==> src/rtl/vfd_tspi_scanner.sv <==
// vfd_tspi_scanner: line scanner for a grid-multiplexed VFD dot-matrix panel.
// On each accepted START it blanks the panel, latches the previously shifted
// line, advances GRID, then streams DOTS pixel bits (fetched from display RAM)
// followed by GRIDS grid-select bits on LANES parallel data lines sharing one
// SCK. GCP pulses are produced from the line SCK count in parallel.
//
// Ports
//   CLK, RST        system clock, synchronous active-high reset
//   START, EN       one-cycle line tick, accepted only with EN=1 while idle
//   MEM_ADDR/CE     display RAM read port (registered RAM, data one CLK later)
//   MEM_DATA        RAM read data, bits [LANES-1:0] used
//   SOUT            serial data, lane k = grayscale bit k
//   SCK             shift clock (panel samples on rising edge)
//   BLK, LAT, GCP   blank, latch, gradient control pulse
//   GRID            current grid index
//   BUSY            high while a line is in progress
//   OVR             sticky flag: START arrived while busy

// One data lane: loads RAM data for pixel bits, the grid pattern for grid
// bits, and returns low at the end of the line.
module vfd_tspi_lane (
  input  logic CLK,
  input  logic RST,
  input  logic ld_mem,
  input  logic ld_grid,
  input  logic clr,
  input  logic mem_bit,
  input  logic grid_bit,
  output logic sout
);
  always_ff @(posedge CLK) begin
    if (RST || clr)   sout <= 1'b0;
    else if (ld_mem)  sout <= mem_bit;
    else if (ld_grid) sout <= grid_bit;
  end
endmodule

module vfd_tspi_scanner #(
  parameter int LANES    = 3,
  parameter int DOTS     = 234,
  parameter int GRIDS    = 52,
  parameter int ADDR_W   = 12,
  parameter int CLK_DIV  = 2,
  parameter int BLK_CYC  = 2,
  parameter int LAT_CYC  = 5,
  parameter int GCP_N    = 6,
  // Entry m lives at [m*9 +: 9]; matching is order-independent.
  parameter logic [GCP_N*9-1:0] GCP_TAB = {9'd72, 9'd144, 9'd192, 9'd216, 9'd240, 9'd256},
  parameter int LINE_SCK = 289
) (
  input  logic              CLK,
  input  logic              RST,
  input  logic              START,
  input  logic              EN,
  output logic [ADDR_W-1:0] MEM_ADDR,
  output logic              MEM_CE,
  input  logic [7:0]        MEM_DATA,
  output logic [LANES-1:0]  SOUT,
  output logic              SCK,
  output logic              BLK,
  output logic              LAT,
  output logic              GCP,
  output logic [5:0]        GRID,
  output logic              BUSY,
  output logic              OVR
);
  localparam int BITS  = DOTS + GRIDS;
  localparam int PH_W  = $clog2(2 * CLK_DIV);
  localparam int LSC_W = $clog2(LINE_SCK + 1);
  localparam int CMAX  = (BLK_CYC > LAT_CYC) ? BLK_CYC : LAT_CYC;
  localparam int CNT_W = $clog2(CMAX + 1);
  localparam logic [PH_W-1:0] PH_HI    = PH_W'(CLK_DIV);
  localparam logic [PH_W-1:0] PH_FETCH = PH_W'(2 * CLK_DIV - 2);
  localparam logic [PH_W-1:0] PH_LAST  = PH_W'(2 * CLK_DIV - 1);

  typedef enum logic [2:0] {S_IDLE, S_BLANK, S_LATCH, S_UNBLANK, S_SHIFT, S_HOLD} state_t;

  state_t             state, state_n;
  logic [CNT_W-1:0]   cnt, cnt_n;
  logic [PH_W-1:0]    ph, ph_n;      // phase within one SCK period
  logic [LSC_W-1:0]   lsc, lsc_n;    // completed SCK periods this line; also the bit index in SHIFT
  logic [LSC_W-1:0]   nbit;
  logic [5:0]         grid_n, g_use;
  logic               tick, fetch, fetch_q, gcp_n;
  logic               ld_grid, gval, sclr;
  logic               mem_data_unused;

  assign mem_data_unused = ^MEM_DATA;
  assign nbit = lsc + 1'b1;

  function automatic logic tab_hit(input logic [LSC_W-1:0] v);
    tab_hit = 1'b0;
    for (int m = 0; m < GCP_N; m++)
      if (32'(v) == 32'(GCP_TAB[m*9 +: 9])) tab_hit = 1'b1;
  endfunction

  always_comb begin
    state_n = state;
    cnt_n   = cnt;
    ph_n    = ph;
    lsc_n   = lsc;
    grid_n  = GRID;
    tick    = 1'b0;
    case (state)
      S_IDLE:
        if (START && EN) begin
          state_n = S_BLANK;
          cnt_n   = '0;
        end
      S_BLANK:
        if (cnt == CNT_W'(BLK_CYC - 1)) begin
          state_n = S_LATCH;
          cnt_n   = '0;
        end else cnt_n = cnt + 1'b1;
      S_LATCH:
        if (cnt == CNT_W'(LAT_CYC - 1)) begin
          state_n = S_UNBLANK;
          cnt_n   = '0;
        end else cnt_n = cnt + 1'b1;
      S_UNBLANK: begin
        state_n = S_SHIFT;
        grid_n  = (GRID == 6'(GRIDS - 1)) ? 6'd0 : GRID + 6'd1;
        ph_n    = '0;
        lsc_n   = '0;
      end
      S_SHIFT, S_HOLD:
        if (state == S_HOLD && lsc >= LSC_W'(LINE_SCK)) state_n = S_IDLE;
        else if (ph == PH_LAST) begin
          // HOLD keeps counting SCK periods with SCK parked low
          tick  = 1'b1;
          ph_n  = '0;
          lsc_n = nbit;
          if (state == S_SHIFT && lsc == LSC_W'(BITS - 1)) state_n = S_HOLD;
        end else ph_n = ph + 1'b1;
      default: state_n = S_IDLE;
    endcase
  end

  // Bit 0 is fetched in UNBLANK using the advanced grid; bit i+1 is fetched
  // during the high phase of bit i so its data lands as SCK falls.
  always_comb begin
    fetch    = (state == S_UNBLANK) ||
               (state == S_SHIFT && ph == PH_FETCH && 32'(nbit) < 32'(DOTS));
    g_use    = (state == S_UNBLANK) ? grid_n : GRID;
    MEM_CE   = fetch;
    MEM_ADDR = '0;
    if (fetch)
      MEM_ADDR = ADDR_W'(32'(g_use >> 1) * 32'(DOTS) +
                         ((state == S_UNBLANK) ? 32'd0 : 32'(nbit)));
    gcp_n = (tick && tab_hit(lsc_n)) || (state == S_UNBLANK && tab_hit('0));
  end

  // Grid-select bits follow the pixels; the neighbouring pair does not wrap.
  always_comb begin
    int gj;
    ld_grid = 1'b0;
    gval    = 1'b0;
    sclr    = 1'b0;
    gj      = int'(nbit) - DOTS;
    if (state == S_SHIFT && tick) begin
      if (lsc == LSC_W'(BITS - 1)) sclr = 1'b1;
      else if (gj >= 0) begin
        ld_grid = 1'b1;
        gval    = (gj == int'(GRID)) ||
                  ((gj == int'(GRID) + 1) && (int'(GRID) + 1 < GRIDS));
      end
    end
  end

  always_ff @(posedge CLK) begin
    if (RST) begin
      state   <= S_IDLE;
      cnt     <= '0;
      ph      <= '0;
      lsc     <= '0;
      GRID    <= '0;
      fetch_q <= 1'b0;
      SCK     <= 1'b0;
      BLK     <= 1'b0;
      LAT     <= 1'b0;
      GCP     <= 1'b0;
      BUSY    <= 1'b0;
      OVR     <= 1'b0;
    end else begin
      state   <= state_n;
      cnt     <= cnt_n;
      ph      <= ph_n;
      lsc     <= lsc_n;
      GRID    <= grid_n;
      fetch_q <= fetch;
      // Panel-facing controls are registered from next-state so they never glitch.
      SCK     <= (state_n == S_SHIFT) && (ph_n >= PH_HI);
      BLK     <= (state_n == S_BLANK) || (state_n == S_LATCH);
      LAT     <= (state_n == S_LATCH);
      GCP     <= gcp_n;
      BUSY    <= (state_n != S_IDLE);
      if (START && EN && state != S_IDLE) OVR <= 1'b1;
    end
  end

  for (genvar k = 0; k < LANES; k++) begin : g_lane
    vfd_tspi_lane u_lane (
      .CLK      (CLK),
      .RST      (RST),
      .ld_mem   (fetch_q),
      .ld_grid  (ld_grid),
      .clr      (sclr),
      .mem_bit  (MEM_DATA[k]),
      .grid_bit (gval),
      .sout     (SOUT[k])
    );
  end
endmodule
==> config.mk <==
export PLATFORM = sky130hd
export DESIGN_NAME = vfd_tspi_scanner
export DESIGN_NICKNAME = d
export VERILOG_FILES = /design/src/rtl/vfd_tspi_scanner.sv
export SDC_FILE = /design/constraint.sdc
export NUM_CORES = 1
export LEC_CHECK = 0
export CORE_ASPECT_RATIO = 1.1
export CORE_MARGIN = 4
export CORE_UTILIZATION = 30
export DETAILED_ROUTE_END_ITERATION = 7
export PLACE_DENSITY_LB_ADDON = 0.3
export SLEW_MARGIN = 20
export SYNTH_ARGS = -nofsm -noshare
export SYNTH_HDL_FRONTEND = slang
export SYNTH_SLANG_ARGS = --single-unit
==> constraint.sdc <==
create_clock -name CLK -period 16.85 [get_ports CLK]
set_input_delay 5.055 -clock CLK [delete_from_list [all_inputs] [get_ports CLK]]
set_output_delay 5.055 -clock CLK [all_outputs]
set_load 0.05 [all_outputs]
# --- After elaboration in Yosys (flattened, before gate mapping) ---
# Cells that the tools add are included.
op_classes:
  n_addsub: 7
  multipliers: 1
  magnitude_cmp: 5
  n_eq_ne: 23
  muxes: 43
  reduce_logical: 21
ops:
  columns: ["cell", "count"]
  rows:
  - ["== test 9 x 8 -> 1 bit, second input constant", 4]
  - ["2-to-1 mux 3 bit", 9]
  - ["2-to-1 mux 9 bit", 3]
  - ["2-to-1 mux 1 bit", 21]
  - ["== test 9 bit, second input constant", 2]
  - ["2-to-1 mux 6 bit", 3]
  - ["case mux 9 bit (2 select lines)", 1]
  - ["case mux 3 bit (5 select lines)", 1]
  - ["adder 12 x 9 -> 12 bit", 1]
  - ["== test 3 bit, second input constant", 4]
  - ["2-to-1 mux 12 bit", 1]
  - ["multiplier 5 x 7 -> 11 bit, second input constant", 1]
  - ["== test 10 x 7 -> 1 bit", 1]
  - ["== test 10 x 8 -> 1 bit", 1]
  - [">= comparator 10 x 1 -> 1 bit, second input constant", 1]
  - ["logical AND 1 bit", 10]
  - ["subtractor 9 x 8 -> 10 bit, second input constant", 1]
  - ["adder 9 x 1 -> 9 bit, second input constant", 1]
  - ["== test 3 x 1 -> 1 bit, second input constant", 3]
  - ["== test 3 x 2 -> 1 bit, second input constant", 3]
  - ["== test 9 x 7 -> 1 bit, second input constant", 1]
  - [">= comparator 9 bit, second input constant", 1]
  - ["less-than comparator 9 x 8 -> 1 bit, second input constant", 1]
  - ["case mux 3 bit (3 select lines)", 1]
  - ["other kinds (17)", 24]
totals:
  reg_bits: 33
  in_bits: 12
  out_inout_bits: 28
  word_cells: 115

# --- Depth between registers and ports, before layout ---
# Gate-level depths: netlist of the first run.
logic_depth:
  depth_word: 12
  ltp_mapped: 22
  depth_no_buf: 20

# --- Hierarchy ---
# Synthesis of the first run repeated with hierarchy kept, for this count alone.
hier_totals:
  hier_cells: 444
  area_unflattened_um2: 3492.1
modules_own_cells:
  columns: ["mod", "instances", "cells_per_inst", "area_each_um2", "seq_area_each_um2"]
  rows:
  - ["vfd_tspi_scanner", 1, 429, 3326.9, 600.6]
  - ["vfd_tspi_lane", 3, 5, 55.1, 20.0]

# --- Worst setup path before layout of the first run ---
# No wires, ideal clock.
synth_timing:
  path_kind: "reg2out"
  startpoint: "register GRID[2]"
  endpoint: "output port MEM_ADDR[8]"
  t_arrival_ns: 5.582
  t_required_ns: 11.795
  setup_slack_ns: 6.213
  stages_incl_launch_ff: 21
  n_path_buf: 2
  cell_sequence: "dfxtp_1 -> clkbuf_1 -> and3_1 -> clkbuf_1 -> nand3_1 -> nand2_1 -> nand2_1 -> a21oi_1 -> inv_1 -> ha_1 -> xor2_1 -> ha_1 -> ha_1 -> ha_1 -> and3b_1 -> nor2_1 -> xnor2_1 -> ha_1 -> or2_2 -> and3_1 -> nor3_1"
synth_between:
  elab_chain_len: 7
  word_cells_on_any_way: 8
  classes_between: "add/sub: 2; mul: 1; eq/ne: 1; mux: 4"
synth_rtl:
  columns: ["element", "line_no", "text"]
  rows:
  - ["start, declared", "63", "output logic [5:0] GRID,"]
  - ["start signal, assigned", "189", "GRID <= grid_n;"]
  - ["adder 6 x 1 -> 6 bit / == test 6 bit (equally long branches)", "122", "grid_n = (GRID == 6'(GRIDS - 1)) ? 6'd0 : GRID + 6'd1;"]
  - ["2-to-1 mux 6 bit (*)", "122", null]
  - ["2-to-1 mux 6 bit (*)", "104", "case (state)"]
  - ["named net grid_n[5]", "83", "logic [5:0] grid_n, g_use;"]
  - ["2-to-1 mux 6 bit (*)", "144", "g_use = (state == S_UNBLANK) ? grid_n : GRID;"]
  - ["multiplier 5 x 7 -> 11 bit (*)", "148", "MEM_ADDR = ADDR_W'(32'(g_use >> 1) * 32'(DOTS) +"]
  - ["adder 12 x 9 -> 12 bit (*)", "148", null]
  - ["2-to-1 mux 12 bit (*)", "147", "if (fetch)"]
  - ["end, declared", "55", "output logic [ADDR_W-1:0] MEM_ADDR,"]
# The timed path passes the listed nets; every way through them passes the cells marked *.

# --- Final worst setup path of the first run ---
layout_timing:
  startpoint: "register state[2]"
  endpoint: "output port MEM_ADDR[11]"
layout_between:
  elab_chain_len: 6
  word_cells_on_any_way: 11
  classes_between: "add/sub: 1; mul: 1; eq/ne: 2; mux: 4; reduce/logical: 3"
layout_rtl:
  columns: ["element", "line_no", "text"]
  rows:
  - ["start, declared", "78", "state_t state, state_n;"]
  - ["start signal, assigned", "185", "state <= state_n;"]
  - ["== test 3 x 2 -> 1 bit", "104", null]
  - ["2-to-1 mux 6 bit", "104", null]
  - ["named net grid_n[5]", "83", null]
  - ["2-to-1 mux 6 bit", "144", null]
  - ["multiplier 5 x 7 -> 11 bit", "148", null]
  - ["adder 12 x 9 -> 12 bit", "148", null]
  - ["2-to-1 mux 12 bit", "147", null]
# The timed path passes the listed nets, and every way through them passes these cells.

==> impl_metrics.tcl, run 1 <==
set metrics [dict create \
    first_global_vias 3049 \
    ys_seq_area_share_pct 19.3 \
    num_antenna_cells 0 \
    max-slew-margin-rel_pct 52.2 \
    start_util_pct 31.0 \
    yosysWarningCount 0 \
    n_fill_cell 1158 \
    layout_common_cells "nor2_1, ha_1, clkdlybuf4s50_1, dfxtp_1, inv_1" \
    path_clk_slew_ps 60 \
    outcome "finished clean" \
    slowest_stage "clkdlybuf4s50_1" \
    cp_top_family "compound AO/OA/AOI/OAI gates" \
    yosysUniqueCellTypes 72 \
    drc 0 \
    rows 40 \
    multi_input_area_um2 2500 \
    async_flop_share_pct 0 \
    arrival_ps 6630 \
    synth_nets 490 \
    grt_max_degree 31 \
    cts_resized 0 \
    min_period_ps 11690 \
    firstDrtPassIters 4 \
    synth_seq_cells 33 \
    cts_max_level 2 \
    tightest_slew_ps 711 \
    synth_area_um2 3420 \
    ant_nets 0 \
    fin_nets 505 \
    cts_root_buf "clkbuf_16" \
    synth_flop_cell "dfxtp_1" \
    crit_required_ps 11790 \
    cts_tree "built" \
    die_w_um 110 \
    cp.buffers_inverters 2 \
    finalHoldViolCount 0 \
    drt-total-wl_um 8330 \
    via_per_inst 5.12 \
    wl_per_cell_um 13.9 \
    grt_pass1_wl_um 14300 \
    grt_usage_pct 13.2 \
    critical_path_class "flip-flop to output pin" \
    core-area_um2 11100 \
    period_share_pct 69.4 \
    fin_util_pct 36.1 \
    synthCells 435 \
    fmax_mhz 85.6 \
    antenna_found_initial 0 \
    die_y_um 120 \
    vias 3061 \
    setup_violations 0 \
    syn_avg_cell_area_um2 7.87 \
    cts_hold_buf 0 \
    start_kind "flip-flop" \
    clkSinkCount 33 \
    drt-initial-drc-count 130 \
    placed_cells 590 \
    p_leak_nw 1.75 \
    seqCellArea_um2 661 \
    syn_to_final_growth_pct 16.7 \
    powerDensity_nw_per_um2 50.6 \
    synth_edf_count 0 \
    gp_congestion 0.830 \
    final_cells 598 \
    irDropWorstVdd_v 0.0000298 \
    cap_viol_max_count 0 \
    grt_overflow 0 \
    finClkSkew_ps 11.2 \
    dp_hpwl_um 6380 \
    hp-class "flip-flop to flip-flop" \
    numCtsBuffers 5 \
    crit_path_frequent_cell "ha_1" \
    rsz0062_at_grt "false" \
    post-cts-setup-buffers 0 \
    path_max_fanout 16 \
    portBuffers 34 \
    insertion_delay_ps 280 \
    die-area_um2 13200 \
    drive_gt1_share_pct 5.32 \
    slew_viol_final 0 \
    fin_setup_tns_ps 0 \
    crit_path_max_incr_delay_ps 800 \
    final_common_cell "nor2_1" \
    top_level_ports 40 \
    cts_buffer_depth 2 \
    crit_chain "nand3b_1 -> a31oi_1 -> nand2_1 -> nand2_1 -> a21oi_1 -> inv_1 -> ha_1 -> xor2_1 -> ha_1 -> a21o_1 -> fa_1 -> ha_1 -> a21oi_1 -> xnor2_1 -> ha_1 -> nor3_1 -> a21boi_0 -> or4_1 -> a221oi_1 -> a31o_1 -> clkdlybuf4s50_1" \
    cp-end-kind "output pin" \
]
-- flip-flops by register name, summed over array words and instances, names as in the netlist, 3 cells and up, named ones only --
signal	cells
GRID	4
cnt	3
lsc	9
state	3
g_lane.u_lane.sout	3
-- cell type report --
type | count | share of cell area [%]
timing repair buffer | 36 | 8.90
multi-input combinational | 344 | 62.7
sequential | 33 | 16.5
tap | 147 | 4.61
clock buffer | 6 | 3.48
clock inverter | 2 | 0.940
inverter | 30 | 2.82
-- power by group --
group | total [mW] | switching [mW] | internal (mW)
Sequential | 0.0808 | 0.00146 | 0.0793
Combinational | 0.0134 | 0.00778 | 0.00558
Clock | 0.108 | 0.0341 | 0.0737
-- cell usage after synthesis (3+ instances only) --
master	instances	area share, %
a21boi_0	4	0.88
a21o_1	9	2.0
a21oi_1	26	3.8
a22oi_1	7	1.5
a31oi_1	5	0.91
and3_1	4	0.73
buf_2	8	1.2
buf_4	4	0.88
clkbuf_1	13	1.4
dfxtp_1	33	19
fa_1	5	2.9
ha_1	38	14
inv_1	30	3.3
mux2i_1	4	1.2
nand2_1	23	2.5
nand3_1	9	1.3
nand3b_1	5	1.1
nor2_1	57	6.3
nor2b_1	4	0.73
nor3_1	21	3.1
nor4_1	5	0.91
o2111ai_1	3	0.77
o211a_1	3	0.88
o211ai_1	4	0.88
o21ai_0	12	1.8
o21ai_1	3	0.44
o31ai_1	3	0.66
or2_2	3	0.55
or3_1	3	0.55
or4_1	3	0.66
xnor2_1	19	4.9
xor2_1	14	3.6
-- cells by family after synthesis --
logic type | after synthesis | share of synthesized area, %
AOI/OAI and AO/OA | 102 | 20.5
adders and majority gates | 43 | 16.8
and+or+nand+nor | 156 | 23.2
DFF | 33 | 19.3
buffers and inverters | 58 | 7.53
muxes | 7 | 2.38
xor gates and xnor gates | 36 | 10.3
-- stage by stage --
stage	setup WS (ps)	instance area (µm²)	power (mW)	hold WS, ps
finish	5160	3990	0.202	477
global route	4640	3990	0.210	522
CTS	5150	3990	0.204	486
detailed placement	5480	3820	0.0958	474
global placement	5560	3820	0.0955	452
floorplan	6210	3420	0.0912	449
-- layer usage --
metal  vias up  track usage (%)  part of all wire [%]
met4         0             3.20                  0.96
met2        61             22.6                    48
met5         -                0                     0
li1       1572                -                     -
met1      1421             17.3                    47
met3         7             1.99                   3.8
-- tightest hold or removal path, cell delays in order (launching register included) --
cell	delay (ps)
dfxtp_1	320
a22oi_1	60
o21ai_0	60
-- final timing paths --
check                           to  slack (ps)  cells past startpoint             startpoint
max                   MEM_ADDR[11]        5160                     21               state[2]
min          g_lane[1].u_lane.sout         480                      2  g_lane[1].u_lane.sout
max reg2reg  g_lane[2].u_lane.sout       13640                     10                 lsc[0]
min reg2reg  g_lane[1].u_lane.sout         480                      2  g_lane[1].u_lane.sout
Note: power is estimated with default switching activity, not from simulation.
==> run 2: changes to the inputs <==
==> constraint.sdc (replaced) <==
create_clock -name CLK -period 9.65 [get_ports CLK]
set_input_delay 2.895 -clock CLK [delete_from_list [all_inputs] [get_ports CLK]]
set_output_delay 2.895 -clock CLK [all_outputs]
set_load 0.05 [all_outputs]
==> run 2 against run 1 <==
Effect of this change: non-clock buffer count is 2 higher; critical endpoint unchanged; worst setup slack worse by 4500 ps; cell count is 0.17% higher; highest routed layer unchanged; sequential share of layout area hardly changed; critical path depth is 2 lower; die area stayed put; hold slack better by 2.3 ps; first-iteration DRC count is 72% higher; register-to-register slack worse by 7100 ps; global-route usage is 0.25 points higher; clock skew is 1.9 ps lower; clock power is 64% higher.
==> impl_metrics.tcl, run 2 (same netlist as run 1, synthesis figures left out) <==
set metrics [dict create \
    outcome "finished clean" \
    start_util_pct 31.0 \
    layout_common_cells "nor2_1, ha_1, dfxtp_1, clkdlybuf4s50_1, inv_1" \
    min_period_ps 8980 \
    crit_required_ps 6760 \
    critical_path_class "flip-flop to output pin" \
    pwr-share-seq_pct 41.0 \
    fin_nets 507 \
    portBuffers 34 \
    drc 0 \
    finClkSkew_ps 9.26 \
    path_max_fanout 10 \
    drive_gt1_share_pct 5.75 \
    drt-initial-drc-count 223 \
    antenna_found_initial 0 \
    numCtsBuffers 5 \
    cts_buffer_depth 2 \
    die_y_um 120 \
    finalHoldViolCount 0 \
    start_kind "flip-flop" \
    post-cts-setup-buffers 0 \
    cts_hold_buf 0 \
    tightest_slew_ps 655 \
    rows 40 \
    grt_usage_pct 13.5 \
    first_global_vias 3023 \
    total_power_uw 342 \
    grt_max_degree 31 \
    insertion_delay_ps 280 \
    clkSinkCount 33 \
    path_clk_slew_ps 50 \
    top_level_ports 40 \
    cts_root_buf "clkbuf_16" \
    cts_tree "built" \
    arrival_ps 6080 \
    die-area_um2 13200 \
    drt-total-wl_um 8560 \
    largest_reg_flops 9 \
    met3_usage_pct 1.99 \
    regMostFlops "lsc" \
    clock_power_share_pct 51.9 \
    max-slew-margin-rel_pct 56.0 \
    p_switching_uw 74.0 \
    firstDrtPassIters 4 \
    num_antenna_cells 0 \
    slew_viol_final 0 \
    largestRegisters "lsc x9, GRID x4" \
    internal_power_uw 268 \
    combPwrFrac_pct 7.2 \
    cts_resized 0 \
    grt_pass1_wl_um 14600 \
    place_area_um2 3830 \
    met1_usage_pct 17.3 \
    rsz0062_at_grt "false" \
    fin_setup_tns_ps 0 \
    period_share_pct 93.0 \
    fmax_mhz 111 \
    ant_nets 0 \
    cp-end-kind "output pin" \
    final_design_area_no_fill_um2 3990 \
    sw_frac_of_total_pct 21.6 \
    p_leak_nw 1.76 \
    syn_to_final_growth_pct 16.5 \
    grt_overflow 0 \
    gp_congestion 0.812 \
    grt_busiest_layer "met2" \
    use_met2_pct 23.2 \
    core-area_um2 11100 \
    fin_util_pct 36.1 \
    powerDensity_nw_per_um2 85.7 \
    final_common_cell "nor2_1" \
    cts_max_level 2 \
    cap_viol_max_count 0 \
    via_per_inst 5.18 \
    hp-class "flip-flop to flip-flop" \
    vias 3105 \
    irDropWorstVdd_v 0.0000758 \
    die_w_um 110 \
    setup_violations 0 \
    dp_hpwl_um 6640 \
    wl_per_cell_um 14.3 \
]
run 2: cell count changes in the layout (fill, tap and decap cells not counted), sizes merged:
cell / change
clkdlybuf4s50: -1
clkinvlp: -1
buf: +3
clkbuf: -1
clkinv: +1
run 2: worst paths after layout:
kind,start,to,slack [ps],cells after the start
worst max-delay path,GRID[2],MEM_ADDR[11],670,19
worst min-delay path,OVR,OVR,480,2
worst max register to register,lsc[0],g_lane[1].u_lane.sout,6530,10
worst min register to register,OVR,OVR,480,2
run 2: layer usage:
layer,up-vias,share of wire (%)
met5,-,0
li1,1580,-
met3,8,3.6
met2,52,48
met4,0,1.0
met1,1465,47
run 2: cell type report:
type | count | area [µm²]
fillers | 1170 | 7070
multi-input cells | 344 | 2500
flip-flops and latches | 33 | 661
repair buffers | 38 | 365
well taps | 147 | 184
clock buffers | 5 | 125
inverters | 30 | 113
clock inverters | 2 | 35.0
run 2: worst max-delay path, cell delays in order (launching register included):
cell and delay [ps]:
dfxtp_1 510, and3_1 350, nand2_1 100, xnor2_1 420
inv_1 210, ha_1 270, xor2_1 170, ha_1 200
a21o_1 160, fa_1 440, ha_1 350, a21oi_1 280
xnor2_1 180, ha_1 200, nor3_1 60, a21boi_0 160
or4_1 560, a221oi_1 250, a31o_1 130, clkdlybuf4s50_1 800
run 2: per-stage QoR:
stage                     setup WS, ps  hold slack, ps  instances
after floorplan                   1170             449        435
after global placement            1040             451        592
after detailed placement           971             470        592
after CTS                          642             482        599
after global routing               301             520        599
final                              672             479        599
run 2: power by group through the flow:
stage / registers [mW] / logic (mW) / clock network [mW]
6_report: 0.140 / 0.0245 / 0.177
5_1_grt: 0.140 / 0.0268 / 0.188
4_1_cts: 0.140 / 0.0248 / 0.182
3_5_place_dp: 0.143 / 0.0246 / 0
3_3_place_gp: 0.143 / 0.0244 / 0
2_1_floorplan: 0.147 / 0.0127 / 0
==> run 3: changes to the inputs <==
--- a/config.mk
+++ b/config.mk
@@ -7,7 +7,7 @@
 export LEC_CHECK = 0
 export CORE_ASPECT_RATIO = 1.1
 export CORE_MARGIN = 4
-export CORE_UTILIZATION = 30
+export CORE_UTILIZATION = 52
 export DETAILED_ROUTE_END_ITERATION = 7
 export PLACE_DENSITY_LB_ADDON = 0.3
 export SLEW_MARGIN = 20
==> run 3 against run 2 <==
Effect of this change: hold slack worse by 7.3 ps; sequential cell count unchanged; first-iteration DRC count up 15%; power down 5.1%; cell count down 11%; critical path depth up 2; critical path type unchanged; sequential power about the same; die area down 40%; sequential share of layout area up 0.45 points; core utilization up 26 points; fmax down 2.5%; wire length down 6.3%.
==> impl_metrics.tcl, run 3 (same netlist as run 1, synthesis figures left out) <==
set metrics [dict create \
    insertion_delay_ps 300 \
    drt-total-wl_um 8020 \
    vias 3149 \
    rsz0062_at_grt "false" \
    fmax_mhz 109 \
    arrival_ps 6320 \
    numCtsBuffers 5 \
    wl_per_cell_um 15.0 \
    powerDensity_nw_per_um2 83.5 \
    post-cts-setup-buffers 0 \
    clkSinkCount 33 \
    cts_tree "built" \
    crit_path_frequent_cell "ha_1" \
    antenna_found_initial 0 \
    cap_viol_max_count 0 \
    irDropWorstVdd_v 0.0000589 \
    grt_max_degree 31 \
    drc 0 \
    portBuffers 34 \
    die-area_um2 7950 \
    outcome "finished clean" \
    max-slew-margin-rel_pct 57.6 \
    syn_to_final_growth_pct 13.4 \
    die_w_um 85.4 \
    via_per_inst 5.91 \
    largest_reg_flops 9 \
    firstDrtPassIters 5 \
    cts_root_buf "clkbuf_8" \
    start_kind "flip-flop" \
    grt_usage_pct 20.8 \
    placed_cells 525 \
    cts_buffer_depth 2 \
    drive_gt1_share_pct 5.74 \
    final_common_cell "nor2_1" \
    path_max_fanout 10 \
    setup_violations 0 \
    rows 30 \
    fin_nets 507 \
    start_util_pct 54.6 \
    crit_path_max_incr_delay_ps 800 \
    grt_pass1_wl_um 13700 \
    cp-end-kind "output pin" \
    fin_setup_tns_ps 0 \
    slowest_stage "clkdlybuf4s50_1" \
    finalHoldViolCount 0 \
    hp-class "flip-flop to flip-flop" \
    tightest_slew_ps 632 \
    ant_nets 0 \
    period_share_pct 95.5 \
    num_antenna_cells 0 \
    path_clk_slew_ps 80 \
    place_area_um2 3750 \
    slew_viol_final 0 \
    drt-initial-drc-count 256 \
    n_fill_cell 554 \
    core-area_um2 6270 \
    grt_overflow 0 \
    critical_path_class "flip-flop to output pin" \
    gp_congestion 0.896 \
    cp_top_family "compound AO/OA/AOI/OAI gates" \
    crit_chain "and3_1 -> nand3_1 -> nand2_1 -> nand2_1 -> a21oi_1 -> inv_1 -> ha_1 -> xor2_1 -> ha_1 -> a21o_1 -> fa_1 -> ha_1 -> a21oi_1 -> xnor2_1 -> ha_1 -> nor3_1 -> a21boi_0 -> or4_1 -> a221oi_1 -> a31o_1 -> clkdlybuf4s50_1" \
    dp_hpwl_um 6140 \
    cts_resized 0 \
    p_leak_nw 1.75 \
    die_y_um 93.1 \
    crit_required_ps 6760 \
    cp.buffers_inverters 2 \
    finClkSkew_ps 6.03 \
    final_cells 533 \
    min_period_ps 9210 \
    final_design_area_no_fill_um2 3880 \
    top_level_ports 40 \
    cts_max_level 2 \
    cts_hold_buf 0 \
    layout_common_cells "nor2_1, ha_1, clkdlybuf4s50_1, dfxtp_1, inv_1" \
    regMostFlops "lsc" \
    first_global_vias 3037 \
    largestRegisters "lsc x9, GRID x4" \
]
==> run 3: worst reg2reg max path: stages (launching register included) <==
cell       delay, ps
dfxtp_1          590
ha_1             460
xnor2_1          270
ha_1             240
xnor3_1          230
xnor2_1          340
xnor2_1          190
o2111ai_1        180
nor3_1           210
o2111ai_1        200
o21ai_0          190
==> run 3: layout make-up <==
cell class | instances | area [µm²] | area share (%)
flip-flops and latches | 33 | 661 | 17.0
repair buffers | 38 | 370 | 9.54
inverters | 30 | 113 | 2.90
clock inverters | 3 | 65.1 | 1.68
clock buffers | 5 | 68.8 | 1.77
multi-input cells | 344 | 2500 | 64.5
well taps | 80 | 100 | 2.58
==> run 3: routing by layer <==
metal / global-route usage (%) / up-vias / part of all wire, %
met4: 6.46 / 0 / 1.9
met3: 3.26 / 15 / 4.5
met1: 24.9 / 1470 / 43
met5: 0 / - / 0
met2: 37.6 / 92 / 51
li1: - / 1572 / -
==> run 3: metrics by stage <==
| stage | util (%) | setup slack [ps] | power (mW) | hold slack, ps |
|---|---|---|---|---|
| 4_1_cts | 61.9 | 461 | 0.325 | 480 |
| 3_5_place_dp | 59.8 | 804 | 0.167 | 461 |
| 3_3_place_gp | 59.8 | 884 | 0.167 | 454 |
| 6_report | 61.9 | 439 | 0.324 | 472 |
| 5_1_grt | 61.9 | 20.5 | 0.334 | 525 |
| 2_1_floorplan | - | 1170 | 0.159 | 449 |
==> run 3: power breakdown <==
| part | switching [mW] | total, mW | internal (mW) |
|---|---|---|---|
| Sequential | 0.00266 | 0.141 | 0.138 |
| Clock | 0.0576 | 0.160 | 0.103 |
| Combinational | 0.0134 | 0.0232 | 0.00979 |
==> run 3: path summary, 6_finish.rpt <==
kind	from	end	slack (ps)	cells past startpoint
worst max-delay path	GRID[2]	MEM_ADDR[11]	440	21
worst min-delay path	OVR	OVR	470	2
worst max register to register	lsc[0]	g_lane[0].u_lane.sout	6470	10
worst min register to register	OVR	OVR	470	2
